File: src/rtl/dcache_miss_scheduler_if.sv
// Bundle of handshake and bus signals between the dcache consumers, the
// miss scheduler and the memory controller channels.
//
// master modport : the scheduler's view (consumes cache requests and memory
//                  responses, drives consumer completions and memory requests)
// slave modport  : the environment's view (cache + memory controller)
//
// Consumer side : *_valid/*_address/*_data in, *_ready/read_data out
// Memory side   : *_valid/*_address/write_data out, *_ready/read_data in
interface dcache_miss_scheduler_if #(
  parameter int ADDR_BITS     = 8,
  parameter int DATA_BITS     = 8,
  parameter int NUM_CONSUMERS = 8,
  parameter int NUM_CHANNELS  = 2
);
  logic [NUM_CONSUMERS-1:0]                consumer_read_valid;
  logic [NUM_CONSUMERS-1:0][ADDR_BITS-1:0] consumer_read_address;
  logic [NUM_CONSUMERS-1:0]                consumer_read_ready;
  logic [NUM_CONSUMERS-1:0][DATA_BITS-1:0] consumer_read_data;
  logic [NUM_CONSUMERS-1:0]                consumer_write_valid;
  logic [NUM_CONSUMERS-1:0][ADDR_BITS-1:0] consumer_write_address;
  logic [NUM_CONSUMERS-1:0][DATA_BITS-1:0] consumer_write_data;
  logic [NUM_CONSUMERS-1:0]                consumer_write_ready;

  logic [NUM_CHANNELS-1:0]                 mem_read_valid;
  logic [NUM_CHANNELS-1:0][ADDR_BITS-1:0]  mem_read_address;
  logic [NUM_CHANNELS-1:0]                 mem_read_ready;
  logic [NUM_CHANNELS-1:0][DATA_BITS-1:0]  mem_read_data;
  logic [NUM_CHANNELS-1:0]                 mem_write_valid;
  logic [NUM_CHANNELS-1:0][ADDR_BITS-1:0]  mem_write_address;
  logic [NUM_CHANNELS-1:0][DATA_BITS-1:0]  mem_write_data;
  logic [NUM_CHANNELS-1:0]                 mem_write_ready;

  modport master (
    input  consumer_read_valid, consumer_read_address,
           consumer_write_valid, consumer_write_address, consumer_write_data,
           mem_read_ready, mem_read_data, mem_write_ready,
    output consumer_read_ready, consumer_read_data, consumer_write_ready,
           mem_read_valid, mem_read_address,
           mem_write_valid, mem_write_address, mem_write_data
  );

  modport slave (
    output consumer_read_valid, consumer_read_address,
           consumer_write_valid, consumer_write_address, consumer_write_data,
           mem_read_ready, mem_read_data, mem_write_ready,
    input  consumer_read_ready, consumer_read_data, consumer_write_ready,
           mem_read_valid, mem_read_address,
           mem_write_valid, mem_write_address, mem_write_data
  );
endinterface

File: src/rtl/dcache_miss_scheduler.sv
// dcache_miss_scheduler: shares NUM_CHANNELS memory-controller channels among
// NUM_CONSUMERS dcache request ports. Idle channels are allocated round-robin
// (one grant per consumer per cycle); each channel relays one read or write
// from request through memory handshake to a single consumer ready pulse.
//
// Ports:
//   clk   - clock, all state on rising edge
//   reset - asynchronous, active-high reset
//   bus   - dcache_miss_scheduler_if.master (consumer + memory handshakes)
//   perf_grants, perf_stall_cycles - 16-bit saturating counters, present only
//     when DCACHE_MISS_SCHED_PERF_EN is defined
module dcache_miss_scheduler #(
  parameter int ADDR_BITS     = 8,
  parameter int DATA_BITS     = 8,
  parameter int NUM_CONSUMERS = 8,
  parameter int NUM_CHANNELS  = 2
) (
  input  logic clk,
  input  logic reset,
  dcache_miss_scheduler_if.master bus
`ifdef DCACHE_MISS_SCHED_PERF_EN
  ,
  output logic [15:0] perf_grants,
  output logic [15:0] perf_stall_cycles
`else
`endif
);

  localparam int CW = (NUM_CONSUMERS > 1) ? $clog2(NUM_CONSUMERS) : 1;

  typedef enum logic [2:0] {
    IDLE,
    READ_WAIT,
    WRITE_WAIT,
    READ_RELAY,
    WRITE_RELAY
  } ch_state_t;

  ch_state_t                state      [NUM_CHANNELS];
  ch_state_t                state_next [NUM_CHANNELS];
  logic [CW-1:0]            owner      [NUM_CHANNELS];
  logic [ADDR_BITS-1:0]     addr_q     [NUM_CHANNELS];
  logic [DATA_BITS-1:0]     wdata_q    [NUM_CHANNELS];
  logic [CW-1:0]            grant_idx  [NUM_CHANNELS];
  logic [NUM_CHANNELS-1:0]  grant;
  logic [NUM_CHANNELS-1:0]  grant_wr;
  logic [NUM_CHANNELS-1:0]  read_done;
  logic [NUM_CHANNELS-1:0]  relay_done;

  logic [NUM_CONSUMERS-1:0]                busy;
  logic [NUM_CONSUMERS-1:0]                pending;
  logic [NUM_CONSUMERS-1:0]                rd_rdy;
  logic [NUM_CONSUMERS-1:0]                wr_rdy;
  logic [NUM_CONSUMERS-1:0][DATA_BITS-1:0] rdata_q;
  logic [CW-1:0]                           rr_ptr;
  logic [CW-1:0]                           rr_next;

  // Ready outputs are decoded from channel state so they fall together with
  // the channel returning to IDLE (and immediately on reset).
  assign pending = (bus.consumer_read_valid | bus.consumer_write_valid)
                   & ~busy & ~rd_rdy & ~wr_rdy;

  // Round-robin allocation: channels in ascending order, each scanning
  // consumers from rr_ptr with wrap; a consumer taken by a lower channel is
  // masked out for the rest of the cycle.
  always_comb begin
    logic [NUM_CONSUMERS-1:0] avail;
    logic [CW:0]              sum;
    logic [CW-1:0]            idx;
    avail    = pending;
    grant    = '0;
    grant_wr = '0;
    rr_next  = rr_ptr;
    sum      = '0;
    idx      = '0;
    for (int unsigned ch = 0; ch < NUM_CHANNELS; ch++) begin
      grant_idx[ch] = '0;
      if (state[ch] == IDLE) begin
        for (int unsigned k = 0; k < NUM_CONSUMERS; k++) begin
          sum = {1'b0, rr_ptr} + (CW+1)'(k);
          if (sum >= (CW+1)'(NUM_CONSUMERS)) sum = sum - (CW+1)'(NUM_CONSUMERS);
          idx = sum[CW-1:0];
          if (!grant[ch] && avail[idx]) begin
            grant[ch]     = 1'b1;
            grant_idx[ch] = idx;
            // read wins when both are requested; the write comes back later
            grant_wr[ch]  = ~bus.consumer_read_valid[idx];
            avail[idx]    = 1'b0;
            sum           = {1'b0, idx} + (CW+1)'(1);
            rr_next       = (sum == (CW+1)'(NUM_CONSUMERS)) ? '0 : sum[CW-1:0];
          end
        end
      end
    end
  end

  // Per-channel next state.
  always_comb begin
    read_done  = '0;
    relay_done = '0;
    for (int unsigned ch = 0; ch < NUM_CHANNELS; ch++) begin
      state_next[ch] = state[ch];
      case (state[ch])
        IDLE: begin
          if (grant[ch]) state_next[ch] = grant_wr[ch] ? WRITE_WAIT : READ_WAIT;
        end
        READ_WAIT: begin
          if (bus.mem_read_ready[ch]) begin
            read_done[ch]  = 1'b1;
            state_next[ch] = READ_RELAY;
          end
        end
        WRITE_WAIT: begin
          if (bus.mem_write_ready[ch]) state_next[ch] = WRITE_RELAY;
        end
        READ_RELAY: begin
          if (!bus.consumer_read_valid[owner[ch]]) begin
            relay_done[ch] = 1'b1;
            state_next[ch] = IDLE;
          end
        end
        WRITE_RELAY: begin
          if (!bus.consumer_write_valid[owner[ch]]) begin
            relay_done[ch] = 1'b1;
            state_next[ch] = IDLE;
          end
        end
        default: state_next[ch] = IDLE;
      endcase
    end
  end

  always_ff @(posedge clk or posedge reset) begin
    if (reset) begin
      for (int unsigned ch = 0; ch < NUM_CHANNELS; ch++) state[ch] <= IDLE;
    end else begin
      for (int unsigned ch = 0; ch < NUM_CHANNELS; ch++) state[ch] <= state_next[ch];
    end
  end

  always_ff @(posedge clk or posedge reset) begin
    if (reset) begin
      rr_ptr  <= '0;
      busy    <= '0;
      rdata_q <= '0;
      for (int unsigned ch = 0; ch < NUM_CHANNELS; ch++) begin
        owner[ch]   <= '0;
        addr_q[ch]  <= '0;
        wdata_q[ch] <= '0;
      end
    end else begin
      rr_ptr <= rr_next;
      for (int unsigned ch = 0; ch < NUM_CHANNELS; ch++) begin
        if (grant[ch]) begin
          owner[ch]             <= grant_idx[ch];
          busy[grant_idx[ch]]   <= 1'b1;
          if (grant_wr[ch]) begin
            addr_q[ch]  <= bus.consumer_write_address[grant_idx[ch]];
            wdata_q[ch] <= bus.consumer_write_data[grant_idx[ch]];
          end else begin
            addr_q[ch]  <= bus.consumer_read_address[grant_idx[ch]];
          end
        end
        // a relaying consumer is busy, so it cannot also be granted this cycle
        if (relay_done[ch]) busy[owner[ch]] <= 1'b0;
        if (read_done[ch])  rdata_q[owner[ch]] <= bus.mem_read_data[ch];
      end
    end
  end

  always_comb begin
    rd_rdy                = '0;
    wr_rdy                = '0;
    bus.mem_read_valid    = '0;
    bus.mem_read_address  = '0;
    bus.mem_write_valid   = '0;
    bus.mem_write_address = '0;
    bus.mem_write_data    = '0;
    for (int unsigned ch = 0; ch < NUM_CHANNELS; ch++) begin
      case (state[ch])
        READ_WAIT: begin
          bus.mem_read_valid[ch]   = 1'b1;
          bus.mem_read_address[ch] = addr_q[ch];
        end
        WRITE_WAIT: begin
          bus.mem_write_valid[ch]   = 1'b1;
          bus.mem_write_address[ch] = addr_q[ch];
          bus.mem_write_data[ch]    = wdata_q[ch];
        end
        READ_RELAY:  rd_rdy[owner[ch]] = 1'b1;
        WRITE_RELAY: wr_rdy[owner[ch]] = 1'b1;
        default: ;
      endcase
    end
  end

  assign bus.consumer_read_ready  = rd_rdy;
  assign bus.consumer_write_ready = wr_rdy;
  assign bus.consumer_read_data   = rdata_q;

`ifdef DCACHE_MISS_SCHED_PERF_EN
  logic        any_idle;
  logic [16:0] grant_sum;

  always_comb begin
    any_idle  = 1'b0;
    grant_sum = {1'b0, perf_grants};
    for (int unsigned ch = 0; ch < NUM_CHANNELS; ch++) begin
      if (state[ch] == IDLE) any_idle = 1'b1;
      if (grant[ch]) grant_sum = grant_sum + 17'd1;
    end
  end

  always_ff @(posedge clk or posedge reset) begin
    if (reset) begin
      perf_grants       <= '0;
      perf_stall_cycles <= '0;
    end else begin
      perf_grants <= grant_sum[16] ? 16'hFFFF : grant_sum[15:0];
      if ((|pending) && !any_idle && (perf_stall_cycles != 16'hFFFF))
        perf_stall_cycles <= perf_stall_cycles + 16'd1;
    end
  end
`else
`endif

endmodule
File: src/flat_wrapper.sv
// flat-port wrapper written by rule: the top's interface ports become plain ports
module dcache_miss_scheduler_flat 
#(
  parameter int ADDR_BITS     = 8,
  parameter int DATA_BITS     = 8,
  parameter int NUM_CONSUMERS = 8,
  parameter int NUM_CHANNELS  = 2
)
  (clk, reset, bus_consumer_read_valid, bus_consumer_read_address, bus_consumer_write_valid, bus_consumer_write_address, bus_consumer_write_data, bus_mem_read_ready, bus_mem_read_data, bus_mem_write_ready, bus_consumer_read_ready, bus_consumer_read_data, bus_consumer_write_ready, bus_mem_read_valid, bus_mem_read_address, bus_mem_write_valid, bus_mem_write_address, bus_mem_write_data);
  dcache_miss_scheduler_if #(.ADDR_BITS(ADDR_BITS), .DATA_BITS(DATA_BITS), .NUM_CONSUMERS(NUM_CONSUMERS), .NUM_CHANNELS(NUM_CHANNELS)) bus_i ();
  input  logic clk;
  input  logic reset;
  input wire logic [$bits(bus_i.consumer_read_valid)-1:0] bus_consumer_read_valid;
  input wire logic [$bits(bus_i.consumer_read_address)-1:0] bus_consumer_read_address;
  input wire logic [$bits(bus_i.consumer_write_valid)-1:0] bus_consumer_write_valid;
  input wire logic [$bits(bus_i.consumer_write_address)-1:0] bus_consumer_write_address;
  input wire logic [$bits(bus_i.consumer_write_data)-1:0] bus_consumer_write_data;
  input wire logic [$bits(bus_i.mem_read_ready)-1:0] bus_mem_read_ready;
  input wire logic [$bits(bus_i.mem_read_data)-1:0] bus_mem_read_data;
  input wire logic [$bits(bus_i.mem_write_ready)-1:0] bus_mem_write_ready;
  output wire logic [$bits(bus_i.consumer_read_ready)-1:0] bus_consumer_read_ready;
  output wire logic [$bits(bus_i.consumer_read_data)-1:0] bus_consumer_read_data;
  output wire logic [$bits(bus_i.consumer_write_ready)-1:0] bus_consumer_write_ready;
  output wire logic [$bits(bus_i.mem_read_valid)-1:0] bus_mem_read_valid;
  output wire logic [$bits(bus_i.mem_read_address)-1:0] bus_mem_read_address;
  output wire logic [$bits(bus_i.mem_write_valid)-1:0] bus_mem_write_valid;
  output wire logic [$bits(bus_i.mem_write_address)-1:0] bus_mem_write_address;
  output wire logic [$bits(bus_i.mem_write_data)-1:0] bus_mem_write_data;
  assign bus_i.consumer_read_valid = bus_consumer_read_valid;
  assign bus_i.consumer_read_address = bus_consumer_read_address;
  assign bus_i.consumer_write_valid = bus_consumer_write_valid;
  assign bus_i.consumer_write_address = bus_consumer_write_address;
  assign bus_i.consumer_write_data = bus_consumer_write_data;
  assign bus_i.mem_read_ready = bus_mem_read_ready;
  assign bus_i.mem_read_data = bus_mem_read_data;
  assign bus_i.mem_write_ready = bus_mem_write_ready;
  assign bus_consumer_read_ready = bus_i.consumer_read_ready;
  assign bus_consumer_read_data = bus_i.consumer_read_data;
  assign bus_consumer_write_ready = bus_i.consumer_write_ready;
  assign bus_mem_read_valid = bus_i.mem_read_valid;
  assign bus_mem_read_address = bus_i.mem_read_address;
  assign bus_mem_write_valid = bus_i.mem_write_valid;
  assign bus_mem_write_address = bus_i.mem_write_address;
  assign bus_mem_write_data = bus_i.mem_write_data;
  dcache_miss_scheduler #(.ADDR_BITS(ADDR_BITS), .DATA_BITS(DATA_BITS), .NUM_CONSUMERS(NUM_CONSUMERS), .NUM_CHANNELS(NUM_CHANNELS)) u_core (.clk(clk), .reset(reset), .bus(bus_i));
endmodule
File: config.mk
export PLATFORM = sky130hd
export DESIGN_NAME = dcache_miss_scheduler_flat
export DESIGN_NICKNAME = d
export VERILOG_FILES = /design/src/rtl/dcache_miss_scheduler_if.sv /design/src/rtl/dcache_miss_scheduler.sv /design/src/flat_wrapper.sv
export SDC_FILE = /design/constraint.sdc
export NUM_CORES = 1
export LEC_CHECK = 0
export CELL_PAD_IN_SITES_DETAIL_PLACEMENT = 0
export CELL_PAD_IN_SITES_GLOBAL_PLACEMENT = 1
export CORE_MARGIN = 4
export CORE_UTILIZATION = 25
export DETAILED_ROUTE_END_ITERATION = 10
export GPL_TIMING_DRIVEN = 1
export PLACE_DENSITY = 0.72
export SLEW_MARGIN = 30
export SYNTH_ARGS = -nofsm -noshare
export SYNTH_HDL_FRONTEND = slang
export SYNTH_SLANG_ARGS = --single-unit
File: constraint.sdc
create_clock -name clk -period 17.75 [get_ports clk]
set_input_delay 2.6625 -clock clk [delete_from_list [all_inputs] [get_ports clk]]
set_output_delay 2.6625 -clock clk [all_outputs]
set_load 0.005 [all_outputs]
Word-level counts from Yosys, hierarchy flattened

Index checks and enable logic that the tools add are counted.

Register bits after elaboration: 119
Input bits: 230
Output and inout bits: 132
Logic and storage cells: 574

$add $sub $neg: 31
Order comparisons: 47
Equal/unequal tests: 34
Multiplexer cells: 330
Bitwise operators: 61
Reduce and logical (&&, ||, !) cells: 53

Operator list:

| operator                                            | count |
|---|---|
| 2-to-1 mux 8 bit                                    | 54 |
| 2-to-1 mux 3 bit                                    | 86 |
| bitwise AND 8 bit                                   | 20 |
| inverter 8 bit                                      | 20 |
| binary-select mux 8 bit (select 3 bit)              | 6 |
| bitwise mux 64 bit                                  | 2 |
| 2-to-1 mux 64 bit                                   | 2 |
| 2-to-1 mux 1 bit                                    | 117 |
| binary-select mux 1 bit (select 3 bit)              | 36 |
| < comparator 3 x 4 -> 1 bit, second input constant  | 20 |
| adder 3 x 1 -> 4 bit, second input constant         | 17 |
| == test 4 bit, second input constant                | 16 |
| demux 1 bit (select 3 bit)                          | 19 |
| >= comparator 3 x 1 -> 1 bit, second input constant | 19 |
| demux 8 bit (select 3 bit)                          | 2 |
| bitwise OR 8 bit                                    | 5 |
| logical AND 1 bit                                   | 33 |
| one-hot mux 3 bit (5 select lines)                  | 2 |
| >= comparator 4 bit, second input constant          | 7 |
| subtractor 3 x 1 -> 3 bit, second input constant    | 8 |
| adder 3 x 3 -> 4 bit, second input constant         | 4 |
| != test 2 bit, second input constant                | 8 |
| inverter 1 bit                                      | 16 |
| logical NOT 1 bit                                   | 14 |
| other kinds (11)                                    | 23 |

Logic depth before layout (Yosys ltp)

Depth after elaboration: 96
Depth in mapped cells: 35
Mapped depth without buffers: 25

Least setup slack after synthesis

No wires, ideal clock.

Path type: input to register
Start point: input bus_consumer_write_valid[2]
End point: register u_core.wdata_q[1] (netlist bit)
Setup time: 0.119 ns
Arrival: 9.197 ns
Slack: 8.434 ns
Stages on the path: 28
Buffers on the path: 7
Path through: o21ba_2 o221a_2 nor2b_1 buf_6 o32ai_1 or4_1 clkbuf_1 a22oi_2 nand2_4 or4_1 buf_2 or2_1 buf_2 or4_4 o2111a_1 a311o_1 a32oi_1 o211ai_2 buf_2 nor4_1 nand3_1 a311oi_1 buf_4 buf_6 mux2_1 a32oi_1 o211ai_1 o21a_1

Cells in the longest elaborated chain, start to end: 84
Elaborated cells between the ends (all ways): 160
Those cells by class: mux: 112; bitwise: 19; reduce/logical: 29

Ends and longest elaborated chain:

| what                                   | line                         | text |
|---|---|---|
| start, declared                        | flat_wrapper.sv:15           | `input wire logic [$bits(bus_i.consumer_write_valid)-1:0] bus_consumer_write_valid;` |
| bitwise OR 8 bit *                     | dcache_miss_scheduler.sv:60  | `assign pending = (bus.consumer_read_valid \| bus.consumer_write_valid)` |
| bitwise AND 8 bit * (3 in series)      | dcache_miss_scheduler.sv:61  | `& ~busy & ~rd_rdy & ~wr_rdy;` |
| binary-select mux 1 bit (select 3 bit) | dcache_miss_scheduler.sv:83  | `if (!grant[ch] && avail[idx]) begin` |
| 2-to-1 mux 1 bit (not written as such) | dcache_miss_scheduler.sv:83  |  |
| 2-to-1 mux 8 bit                       | dcache_miss_scheduler.sv:83  |  |
| 2-to-1 mux 8 bit                       | dcache_miss_scheduler.sv:78  | `if (state[ch] == IDLE) begin` |
| binary-select mux 1 bit (select 3 bit) | dcache_miss_scheduler.sv:83  |  |
| 2-to-1 mux 1 bit (not written as such) | dcache_miss_scheduler.sv:83  |  |
| [... 66 more ...]                      | n/a                          |  |
| 2-to-1 mux 8 bit                       | dcache_miss_scheduler.sv:78  |  |
| binary-select mux 1 bit (select 3 bit) | dcache_miss_scheduler.sv:83  |  |
| 2-to-1 mux 1 bit (not written as such) | dcache_miss_scheduler.sv:83  |  |
| logical AND 1 bit                      | dcache_miss_scheduler.sv:83  |  |
| 2-to-1 mux 3 bit                       | dcache_miss_scheduler.sv:83  |  |
| 2-to-1 mux 3 bit                       | dcache_miss_scheduler.sv:78  |  |
| binary-select mux 8 bit (select 3 bit) | dcache_miss_scheduler.sv:159 | `wdata_q[ch] <= bus.consumer_write_data[grant_idx[ch]];` |
| 2-to-1 mux 8 bit (not written as such) | dcache_miss_scheduler.sv:159 |  |
| end signal, assigned by index          | dcache_miss_scheduler.sv:159 |  |
| end, declared                          | dcache_miss_scheduler.sv:43  | `logic [DATA_BITS-1:0] wdata_q [NUM_CHANNELS];` |

Mark *: on every way between the ends. The rest lies on a longest branch, timed or not. The select of a mux whose other input is x is not followed.
A chain may end at the register's enable or synchronous reset.

Worst setup path in the final report

Start point: input bus_consumer_write_valid[2]
End point: register u_core.addr_q[5] (netlist bit)

Cells in the longest elaborated chain, start to end: 85
Elaborated cells between the ends (all ways): 162
Those cells by class: mux: 115; bitwise: 19; reduce/logical: 28

Ends and longest elaborated chain:

| what                                                             | line                                                       | text |
|---|---|---|
| bitwise OR 8 bit *                                               | dcache_miss_scheduler.sv:60                                |  |
| bitwise AND 8 bit * (3 in series)                                | dcache_miss_scheduler.sv:61                                |  |
| binary-select mux 1 bit (select 3 bit)                           | dcache_miss_scheduler.sv:83                                |  |
| 2-to-1 mux 1 bit (not written as such)                           | dcache_miss_scheduler.sv:83                                |  |
| 2-to-1 mux 8 bit                                                 | dcache_miss_scheduler.sv:83                                |  |
| 2-to-1 mux 8 bit                                                 | dcache_miss_scheduler.sv:78                                |  |
| binary-select mux 1 bit (select 3 bit)                           | dcache_miss_scheduler.sv:83                                |  |
| 2-to-1 mux 1 bit (not written as such)                           | dcache_miss_scheduler.sv:83                                |  |
| [... 67 more ...]                                                | n/a                                                        |  |
| binary-select mux 1 bit (select 3 bit)                           | dcache_miss_scheduler.sv:83                                |  |
| 2-to-1 mux 1 bit (not written as such)                           | dcache_miss_scheduler.sv:83                                |  |
| logical AND 1 bit                                                | dcache_miss_scheduler.sv:83                                |  |
| 2-to-1 mux 3 bit                                                 | dcache_miss_scheduler.sv:83                                |  |
| 2-to-1 mux 3 bit                                                 | dcache_miss_scheduler.sv:78                                |  |
| binary-select mux 8 bit (select 3 bit), on equally long branches | dcache_miss_scheduler.sv:161, dcache_miss_scheduler.sv:158 |  |
| 2-to-1 mux 8 bit, on equally long branches                       | dcache_miss_scheduler.sv:161, dcache_miss_scheduler.sv:158 |  |
| 2-to-1 mux 8 bit                                                 | dcache_miss_scheduler.sv:157                               | `if (grant_wr[ch]) begin` |
| end signal, assigned by index                                    | dcache_miss_scheduler.sv:158                               | `addr_q[ch] <= bus.consumer_write_address[grant_idx[ch]];` |
| end signal, assigned by index                                    | dcache_miss_scheduler.sv:161                               | `addr_q[ch] <= bus.consumer_read_address[grant_idx[ch]];` |
| end, declared                                                    | dcache_miss_scheduler.sv:42                                | `logic [ADDR_BITS-1:0] addr_q [NUM_CHANNELS];` |

Marked as above.

==> results.sh <==
export IMPL_routedWlPerCell_um=28.3
export IMPL_die_w_um=248
export IMPL_period_needed_ns=13.05
export IMPL_die_area_um2=61700
export IMPL_grt_overflow=0
export IMPL_postSynthAreaPerCell_um2=7.21
export IMPL_synth_nets=2242
export IMPL_num_nets_final=2498
export IMPL_synth_top_area_frac=0.206
export IMPL_die_h_um=248
export IMPL_hold_buffers=0
export IMPL_synthCells=2003
export IMPL_end_kind="flip-flop"
export IMPL_row_count=87
export IMPL_antenna_found_initial=10
export IMPL_cts_setup_buffers=0
export IMPL_clock_fmax_mhz=76.6
export IMPL_initialDrtViolationCount=2176
export IMPL_clk_latency_ns=0.43
export IMPL_hold_viol=0
export IMPL_most_common_layout_cells="nand2_1 (372), clkdlybuf4s50_1 (361), nor2_1 (165), mux2i_1 (164), a21oi_1 (154)"
export IMPL_cts_buffers=17
export IMPL_finalSetupViolCount=0
export IMPL_gp_congestion=1.00
export IMPL_drtPass1Iterations=6
export IMPL_hpwl_um=66000
export IMPL_grt_pass1_vias=17500
export IMPL_async_flop_share=1.00
export IMPL_finClkSkew_ns=0.0112
export IMPL_critPathLaunchType="primary input"
export IMPL_crit_required_ns=18.04
export IMPL_path_class="in2reg"
export IMPL_slew_violations=0
export IMPL_post_cts_resized=0
export IMPL_cts_tree="built"
export IMPL_portBuffers=361
export IMPL_synth_seq_cells=119
export IMPL_gr_usage_all_layers=0.268
export IMPL_drc_errors=0
export IMPL_fillers=6108
export IMPL_synthDistinctLibCells=99
export IMPL_vias=18200
export IMPL_io_pins=362
export IMPL_outcome="finished, final reports clean"
export IMPL_cts_sinks=119
export IMPL_finalCritPeriodShare=0.735
export IMPL_synth_edf_count=0
export IMPL_ys_warnings_count=0
export IMPL_area_delta_synth_final_pct=33.9
export IMPL_via_per_inst=5.98
export IMPL_setup_tns_ns=0
export IMPL_h_tree_depth=4
export IMPL_netlist_top_cells_area="dfrtp_1 (21%), mux2i_1 (11%), nand2_1 (9.7%)"
export IMPL_fin_hold_ws_ns=0.475
export IMPL_reg2reg_slack_ns=6.12
export IMPL_ant_nets=0
export IMPL_hold_path_class="reg2reg"
export IMPL_drive_gt1_frac=0.0757
export IMPL_synthFlopType="dfrtp_1"
export IMPL_cts_root_buffer="clkbuf_16"
export IMPL_worst_slew_pin_slew_ns=0.984
export IMPL_start_util=0.254
export IMPL_mostFrequentLayoutCell="nand2_1"
export IMPL_rsz0062_at_grt="false"
export IMPL_wl_um=85900
export IMPL_max_slew_margin=0.341
export IMPL_clockBufferDepth=2
export IMPL_grt_max_degree=81
export IMPL_critPathArrivalTime_ns=13.34
export IMPL_synth_top_area_cell="dfrtp_1"
export IMPL_netlist_area_um2=14400
export IMPL_yosysSeqAreaShare=0.206
export IMPL_core_um2=56800
export IMPL_drv_cap=0
export IMPL_grt_pass1_wl_um=124000
export IMPL_crit_fanout=50
export IMPL_path_clk_slew_ns=0.06
==> cell families (layout without fill, tap and decap cells) <==
family                   Yosys count  count (layout)  share of synthesized area
XOR/XNOR                           7               7                    0.00425
multiplexers                     195             195                      0.146
other                              0               8                          0
buffers and inverters            191             460                     0.0568
AO/OA/AOI/OAI                    627             627                      0.302
adder cells (fa/ha/maj)            9               9                    0.00780
AND/OR/NAND/NOR                  855             855                      0.276
flip-flops                       119             119                      0.206
==> metal layers <==
metal  GRT usage  vias to the layer above  part of all wire
met5           0                        -           0.00079
met4      0.0891                       10             0.034
met3      0.0490                      165             0.076
met2       0.451                      992              0.48
met1       0.346                     8946              0.41
li1            -                     8055                 -
==> critical path, stage by stage <==
cell and delay [ns]:
clkdlybuf4s50_1 0.65, o21ba_2 0.20, o221a_2 0.19, nor2b_1 0.65, o32ai_1 0.26, or4_1 0.95
o22ai_1 0.43, a211oi_1 0.17, nor4_2 0.64, nor2_1 0.37, a221oi_2 0.65, o211ai_1 0.15
a2111oi_0 0.75, a21oi_1 0.16, o211ai_2 0.60, and2_1 0.50, a221oi_2 0.16, o32ai_2 0.43
nand3_1 0.30, a311oi_4 0.74, buf_4 0.71, mux2i_1 0.26, nor3_1 0.06, a2111oi_0 0.56
a211oi_1 0.10
==> cell usage after synthesis (all sizes together), types with 8 or more instances <==
cell type / instances
a2111oi: 10
a211o: 11
a211oi: 38
a21oi: 154
a221oi: 20
a22o: 10
a22oi: 15
a311oi: 21
a31o: 9
a31oi: 36
a32oi: 9
and2: 41
and3: 40
buf: 69
clkbuf: 102
dfrtp: 119
ha: 9
inv: 18
mux2: 20
mux2i: 164
mux4: 11
nand2: 375
nand2b: 13
nand3: 87
nand3b: 10
nor2: 167
nor2b: 17
nor3: 38
nor4: 24
o211ai: 39
o21a: 11
o21ai: 103
o21bai: 8
o221ai: 19
o22ai: 31
o31ai: 8
or3: 8
==> state kept, by name, indices dropped and copies added (netlist names) <==
| name | flops |
|---|---|
| u_core.addr_q | 16 |
| u_core.state | 6 |
| u_core.busy | 8 |
| u_core.rr_ptr | 3 |
| u_core.owner | 6 |
| u_core.wdata_q | 16 |
| u_core.bus.consumer_read_data | 64 |
==> metrics by stage <==
| stage | utilization | instances | setup slack, ns | instance area [um2] |
|---|---|---|---|---|
| detailed placement | 0.329 | 2996 | 4.39 | 18700 |
| finish | 0.340 | 3036 | 4.70 | 19300 |
| global route | 0.340 | 3032 | 4.11 | 19300 |
| global placement | 0.329 | 2996 | 4.59 | 18700 |
| floorplan | - | 2003 | 8.43 | 14400 |
| CTS | 0.340 | 3028 | 4.84 | 19300 |
==> worst paths after layout <==
| kind | depth (start not counted) | start | end |
|---|---|---|---|
| worst max-delay path | 25 | bus_consumer_write_valid[2] | u_core.addr_q[5] |
| worst min-delay path | 2 | u_core.wdata_q[11] | u_core.wdata_q[11] |
| worst max register to register | 30 | u_core.rr_ptr[1] | u_core.addr_q[5] |
| worst min register to register | 2 | u_core.wdata_q[11] | u_core.wdata_q[11] |
| max in group asynchronous | 3 | reset | u_core.bus.consumer_read_data[29] |
| min in group asynchronous | 2 | reset | u_core.wdata_q[9] |
==> layout make-up <==
class	instances	area, um2	area share
antenna	8	20.0	0.00104
clock buffer	20	457	0.0236
clock inverter	12	118	0.00608
inverter	20	77.6	0.00401
multi-input combinational	1693	10800	0.557
sequential	119	2980	0.154
tap	756	946	0.0489
timing repair buffer	408	3970	0.205
Power is left out: the tool's default activity adds up to more than one toggle a clock period on the data nets, which glitch-free logic cannot reach.
